### config.mk
export PLATFORM = sky130hd
export DESIGN_NAME = mux_2_to_1_arbiter
export DESIGN_NICKNAME = d
export VERILOG_FILES = /design/src/rtl/mux_arb_pkg.sv /design/src/rtl/mux_2_to_1.sv /design/src/rtl/mux_2_to_1_arbiter.sv
export SDC_FILE = /design/constraint.sdc
export NUM_CORES = 1
export LEC_CHECK = 0
export CAP_MARGIN = 20
export CORE_AREA = 2 2 39 41
export CTS_BUF_LIST = sky130_fd_sc_hd__clkbuf_16
export DETAILED_ROUTE_END_ITERATION = 6
export DIE_AREA = 0 0 41 43
export HOLD_SLACK_MARGIN = 0.1
export REMOVE_ABC_BUFFERS = 1
export SETUP_SLACK_MARGIN = 0.5
export SYNTH_ARGS = -nofsm -noshare
export SYNTH_HDL_FRONTEND = slang
export SYNTH_HIERARCHICAL = 1
export SYNTH_SLANG_ARGS = --single-unit
### constraint.sdc
create_clock -name CLK -period 1 [get_ports CLK]
set_input_delay 0.1 -clock CLK [delete_from_list [all_inputs] [get_ports CLK]]
set_output_delay 0.1 -clock CLK [all_outputs]
set_load 0.02 [all_outputs]
### src/rtl/mux_arb_pkg.sv
// rtl/mux_arb_pkg.sv - state and side encodings shared by the 2:1 mux arbiter
package mux_arb_pkg;

    typedef enum logic [1:0] {
        IDLE    = 2'd0,
        GRANT_A = 2'd1,
        GRANT_B = 2'd2
    } arb_state_t;

    localparam logic SIDE_A = 1'b0;
    localparam logic SIDE_B = 1'b1;

endpackage

### src/rtl/mux_2_to_1.sv
// rtl/mux_2_to_1.sv - WIDTH-wide 2:1 select, sel=0 picks a, sel=1 picks b
module mux_2_to_1 #(
    parameter int WIDTH = 1
) (
    input  logic [WIDTH-1:0] a,
    input  logic [WIDTH-1:0] b,
    input  logic             sel,
    output logic [WIDTH-1:0] y
);

    assign y = sel ? b : a;

endmodule

### src/rtl/mux_2_to_1_arbiter.sv
// rtl/mux_2_to_1_arbiter.sv - round-robin REQ/GNT arbiter driving a shared 2:1 mux; MUX_ARB_TIMEOUT_EN adds a contention hold limit
module mux_2_to_1_arbiter
    import mux_arb_pkg::*;
#(
    parameter int WIDTH    = 1,
    parameter int MAX_HOLD = 8
) (
    input  logic             CLK,
    input  logic             RST,
    input  logic             REQ_A,
    input  logic             REQ_B,
    input  logic [WIDTH-1:0] A,
    input  logic [WIDTH-1:0] B,
    output logic             GNT_A,
    output logic             GNT_B,
    output logic             SEL,
    output logic             VALID,
    output logic [WIDTH-1:0] OUTPUT,
    output logic [WIDTH-1:0] OUTPUT_BAR
);

    if (MAX_HOLD < 2) begin : g_max_hold_check
        $error("MAX_HOLD must be at least 2");
    end

    arb_state_t       state, next_state;
    logic             last_winner;
    logic             sel_q;
    logic             valid_q;
    logic [WIDTH-1:0] out_q;
    logic [WIDTH-1:0] mux_y;
    logic             preempt;
    logic             grant_entry;

    mux_2_to_1 #(.WIDTH(WIDTH)) u_mux (
        .a  (A),
        .b  (B),
        .sel(sel_q),
        .y  (mux_y)
    );

`ifdef MUX_ARB_TIMEOUT_EN
    localparam int HOLD_W = $clog2(MAX_HOLD + 1);
    localparam logic [HOLD_W-1:0] HOLD_LAST = HOLD_W'(MAX_HOLD - 1);
    localparam logic [HOLD_W-1:0] HOLD_MAX  = HOLD_W'(MAX_HOLD);

    logic [HOLD_W-1:0] hold_cnt;
    logic              other_req;

    assign other_req = (state == GRANT_A) ? REQ_B : REQ_A;
    assign preempt   = (state != IDLE) && other_req && (hold_cnt == HOLD_LAST);

    // Counts only contended cycles, so an uncontested owner keeps the grant forever.
    always_ff @(posedge CLK or posedge RST) begin
        if (RST) begin
            hold_cnt <= '0;
        end else if (grant_entry) begin
            hold_cnt <= '0;
        end else if ((state != IDLE) && other_req && (hold_cnt != HOLD_MAX)) begin
            hold_cnt <= hold_cnt + 1'b1;
        end
    end
`else
    assign preempt = 1'b0;
`endif

    always_comb begin
        next_state = state;
        unique case (state)
            IDLE: begin
                if (REQ_A && REQ_B) begin
                    next_state = (last_winner == SIDE_B) ? GRANT_A : GRANT_B;
                end else if (REQ_A) begin
                    next_state = GRANT_A;
                end else if (REQ_B) begin
                    next_state = GRANT_B;
                end
            end
            GRANT_A: begin
                if (!REQ_A || preempt) begin
                    next_state = REQ_B ? GRANT_B : IDLE;
                end
            end
            GRANT_B: begin
                if (!REQ_B || preempt) begin
                    next_state = REQ_A ? GRANT_A : IDLE;
                end
            end
            default: next_state = IDLE;
        endcase
    end

    assign grant_entry = (next_state != state) && (next_state != IDLE);

    // SEL tracks the side being entered and is left untouched while idle.
    always_ff @(posedge CLK or posedge RST) begin
        if (RST) begin
            state       <= IDLE;
            last_winner <= SIDE_B;
            sel_q       <= SIDE_A;
            valid_q     <= 1'b0;
            out_q       <= '0;
        end else begin
            state <= next_state;
            if (grant_entry) begin
                last_winner <= (next_state == GRANT_B) ? SIDE_B : SIDE_A;
                sel_q       <= (next_state == GRANT_B) ? SIDE_B : SIDE_A;
            end
            if (state != IDLE) begin
                out_q   <= mux_y;
                valid_q <= 1'b1;
            end else begin
                valid_q <= 1'b0;
            end
        end
    end

    assign GNT_A      = (state == GRANT_A);
    assign GNT_B      = (state == GRANT_B);
    assign SEL        = sel_q;
    assign VALID      = valid_q;
    assign OUTPUT     = out_q;
    assign OUTPUT_BAR = ~out_q;

endmodule

After elaboration in Yosys (flattened, before gate mapping)
Index checks and enable logic that the tools add are counted.
- add/subtract/negate cells: 0
- multipliers: 0
- divide/modulo/power cells: 0
- magnitude comparators: 0
- equal/unequal tests: 4
- shift-type cells: 0
- mux-type cells: 12
- bitwise operators: 1
- reductions and logical operators: 5
- operators by type and width (kind ; number):
    $mux 2 ; 7
    $pmux 2 s3 ; 1
    $eq 2x2->1 const B ; 2
    $mux 1 ; 4
    $reduce_bool 2->1 ; 2
    $eq 2x1->1 const B ; 1
    $logic_and 1x1->1 ; 2
    $logic_not 2->1 ; 1
    $ne 2x2->1 ; 1
    $not 1->1 ; 1
- bits in registers: 6
- latch bits: 0
- RAM bits: 0
- ROM bits: 0
- input port bits: 6
- output and inout port bits: 6
- logic and storage cells: 27
- memories kept: 0

Longest topological paths before layout
- depth in word-level cells: 6
- gate-level depth with buffers: 3
- gate-level depth less buffers: 3

By module
Netlist, hierarchy kept.
- modules (own cells, without submodules) (module ; times used ; cells an instance ; area each (um2) ; sequential area each (um2)):
    mux_2_to_1_arbiter ; 1 ; 29 ; 287.8 ; 151.4
    mux_2_to_1 ; 1 ; 1 ; 15.0 ; 0.0

Worst setup path before layout
No wires, ideal clock.
- path kind: reg2reg
- from: register sel_q (netlist: SEL)
- to: register out_q (netlist: OUTPUT)
- setup time: 124 ps
- arrival time: 886 ps
- data required time: 876 ps
- setup slack: -10 ps
- stages on the path, launching flop included: 4
- buffers on the path: 0
- period minus slack after synthesis: 1010 ps
- cells stage by stage: dfrtp_1 -> mux2_4 -> nand2_1 -> o21ai_2
- cells in the longest elaborated chain, start to end: 1
- ends and longest elaborated chain (what ; RTL line ; RTL):
    start: declaration ; mux_2_to_1_arbiter.sv:28 ; logic sel_q;
    start signal: assignment ; mux_2_to_1_arbiter.sv:107 ; sel_q <= (next_state == GRANT_B) ? SIDE_B : SIDE_A;
    $mux 1 ; mux_2_to_1.sv:11 ; assign y = sel ? b : a;
    via mux_y ; mux_2_to_1_arbiter.sv:31 ; logic [WIDTH-1:0] mux_y;
    end signal: assignment ; mux_2_to_1_arbiter.sv:110 ; out_q <= mux_y;
    end: declaration ; mux_2_to_1_arbiter.sv:30 ; logic [WIDTH-1:0] out_q;
The timed path passes the listed nets, and every way through them passes these cells.
A chain may end at the register's enable or synchronous reset.

Worst setup path in the final report
- from: register state[1]
- to: output GNT_B
- cells in the longest elaborated chain, start to end: 1
- ends and longest elaborated chain (what ; RTL line ; RTL):
    start: declaration ; mux_2_to_1_arbiter.sv:26 ; arb_state_t state, next_state;
    start signal: assignment ; mux_2_to_1_arbiter.sv:104 ; state <= next_state;
    $eq 2x2->1 ; mux_2_to_1_arbiter.sv:119 ; assign GNT_B = (state == GRANT_B);
    end: declaration ; mux_2_to_1_arbiter.sv:15 ; output logic GNT_B,
Every way passes these cells.

==> reports/metrics.csv <==
stage,metric,value,unit
logic_synthesis,synth warn,6,
global_route,first-pass GRT wire length,1.09,mm
floorplan,overall die width,41,um
global_route,initial antenna violation count,0,
clock_tree,clk buf depth,2,
final_layout,share of cells above drive strength 1,0.618,
routing,DRC Markers,0,
routing,DR WL/cell,11.3,um
clock_tree,latest clock arrival within the worst-skew pair,0.23,ns
global_route,GRT overflow,0,
placed_design,dpl hpwl,519,um
timing,setup ws final,-0.0566,ns
timing,minimum clock period,1.06,ns
setup_path,"slowest stage delay, CP",0.43,ns
logic_synthesis,Mean Syn Cell Area,10.1,um2
floorplan,Core ar.,0.00138,mm2
setup_path,RR Endpoint,SEL$_DFFE_PP0P_,
timing,final setup fails,6,
routing,M1 wire length,326,um
outcome,status,"complete, but fails checks",
timing,unrepaired setup endpoints after global routing,true,
clock_tree,htree depth,1,
floorplan,std cell rows,14,
placed_design,Post-Place Cell Area,493,um2
placed_design,Port Buffer Count,11,
timing,Slew HR,0.847,
global_route,largest net degree at the start of global routing,7,
setup_path,CP endpoint kind,primary output,
routing,DR pass1 iterations,3,
setup_path,worst path arrival time,0.96,ns
final_layout,Final nets,62,
logic_synthesis,mapped cell area,303,um2
setup_path,worst-path maximum fanout,4,
placed_design,RePlAce Congestion,0.719,
setup_path,Top Family by Delay on Critical Path,flip-flops,
placed_design,dpl ws,-0.244,ns
setup_path,CP Launch Type,flop,
timing,Pins Over Slew Limit,0,
setup_path,WS Path Type,reg2out,
final_layout,n_diodes,0,
clock_tree,CTS root buffer,clkbuf_16,
timing,max frequency,0.946,GHz
setup_path,R2R cell count,4,
timing,fin crit share,1.06,
setup_path,Crit path required time,0.90,ns
final_layout,final non-filler cell total,71,
final_layout,post-layout instance area,622,um2
routing,routed length on met3,81,um
power_and_ir_drop,PwrDens,2700,mW/mm2
global_route,vias in the first global route,261,
setup_path,Critical R2R Launch,state[1]$_DFF_PP0_,
floorplan,starting density of the core,0.219,
power_and_ir_drop,peak supply drop,0.705,mV
routing,drt via density,4.18,
setup_path,worst path buffer plus inverter count,1,
power_and_ir_drop,Final Total Pwr,1.68,mW
final_layout,final core utilization,0.449,
logic_synthesis,Cell variety after synth,16,
setup_path,R2R Setup Slk,-0.05,ns
clock_tree,clock-pin slew of the registers on the worst-case setup and hold paths,0.04,ns
clock_tree,CTS tree,built,
placed_design,dpl cells,65,
job,max cap viols,0,
routing,Routed Antenna Nets,0,
timing,TNS Setup,-0.211,ns
routing,WL final,802,um
power_and_ir_drop,Leak Pwr,0.289,nW
logic_synthesis,post-synthesis sequential area ratio,0.500,
clock_tree,total CTS buffers,3,
clock_tree,TritonCTS Sinks,6,
final_layout,FILL cells,141,
hold_path,Min-Delay Path Class,in2async,
routing,vias after detailed routing,297,
logic_synthesis,Synth Register Bits,6,
floorplan,I/O pins,12,
outcome,failing checks,negative setup slack,
timing,worst slew pin tran,0.229,ns
routing,met2 wire len,353,um
logic_synthesis,Syn Inst Count,30,
timing,Layout Skew,0.00362,ns
final_layout,synthesis-to-finish area growth,105,%
setup_path,crit-path cells,"nor2b_1, buf_4",
routing,top sig layer,met4,
setup_path,slowest CP cell,dfrtp_2,
floorplan,die height,43,um
timing,worst hold margin,0.0859,ns
routing,initial drt markers,3,
floorplan,die outline area,0.00176,mm2
timing,"Hold Violations, Final",0,
global_route,Tot GR Track Use,0.105,
[synth_stat cells]
cell type  n  share of area
o22ai_1    1          0.021
nor2b_1    2          0.041
dfstp_2    1          0.087
dfrtp_1    5           0.41
inv_1      3          0.037
a21oi_1    2          0.033
nor2b_2    1          0.029
and2_1     1          0.021
nand2_1    2          0.025
o21ai_2    1          0.029
a21oi_2    2          0.058
or2_4      1          0.029
nand2b_1   1          0.021
nand2b_4   1          0.045
mux2_4     1          0.050
nor2_1     5          0.062
[routing by layer]
metal	vias to the layer above	track usage
li1	146	-
met1	132	0.118
met2	14	0.119
met3	5	0.0471
met4	0	0.140
met5	-	0
[worst reg2reg max path, stage by stage, from the launching register on]
cell,delay (ns)
dfrtp_2,0.43
buf_4,0.15
nand2b_4,0.15
a21oi_4,0.14
nor2_2,0.05
[placed cells by master (no fill, tap or decap), types with 2 or more instances in the layout]
cell type / instances
inv_2: 2
clkbuf_16: 3
inv_1: 2
nor2_1: 3
clkdlybuf4s50_1: 5
buf_4: 9
buf_6: 7
a21oi_1: 2
dfrtp_1: 4
nor2b_2: 2
[cells by family (layout without fill, tap and decap cells)]
kind of cell	after synthesis	count (layout)	share of synthesized area
compound gates	6	6	0.141
buf+inv	3	28	0.0372
flops	6	6	0.500
mux	1	1	0.0496
simple gates	14	14	0.273
[registers in the layout (all words and copies together), names as in the netlist]
name / count
state: 2
OUTPUT: 1
SEL: 1
VALID: 1
last_winner: 1
[cell type report]
class | count | area (um2) | area share
Inverter | 3 | 11.3 | 0.0181
Sequential cell | 6 | 153 | 0.245
Tap cell | 16 | 20.0 | 0.0322
Clock inverter | 1 | 3.75 | 0.00604
Multi-Input combinational cell | 21 | 163 | 0.262
Timing Repair Buffer | 21 | 196 | 0.316
Clock buffer | 3 | 75.1 | 0.121
[where the power goes]
group          internal (mW)  total [mW]  switching, mW
Clock                  0.519       0.666          0.147
Sequential             0.317       0.380         0.0628
Combinational          0.365       0.630          0.265
Total                   1.20        1.68          0.474
[what timing repair did]
item / CTS / global route
pin swaps: 2 / 1
endpoints found under the hold margin: 5 / 0
buffers inserted: 2 / 0
resized for setup: 36 / 10
setup endpoints to repair: 12 / 12
[worst max path at each step]
stage,slack (ns),to,from,cells past startpoint
after floorplan,-0.01,OUTPUT$_DFFE_PP0N_,SEL$_DFFE_PP0P_,3
after global placement,-0.27,GNT_A,state[0]$_DFF_PP0_,3
after detailed placement,-0.24,GNT_A,state[0]$_DFF_PP0_,3
after CTS,-0.05,GNT_A,state[0]$_DFF_PP0_,3
after global routing,-0.09,SEL$_DFFE_PP0P_,state[1]$_DFF_PP0_,4
final,-0.06,GNT_B,state[1]$_DFF_PP0_,2
Power figures use the tool's default switching activity.
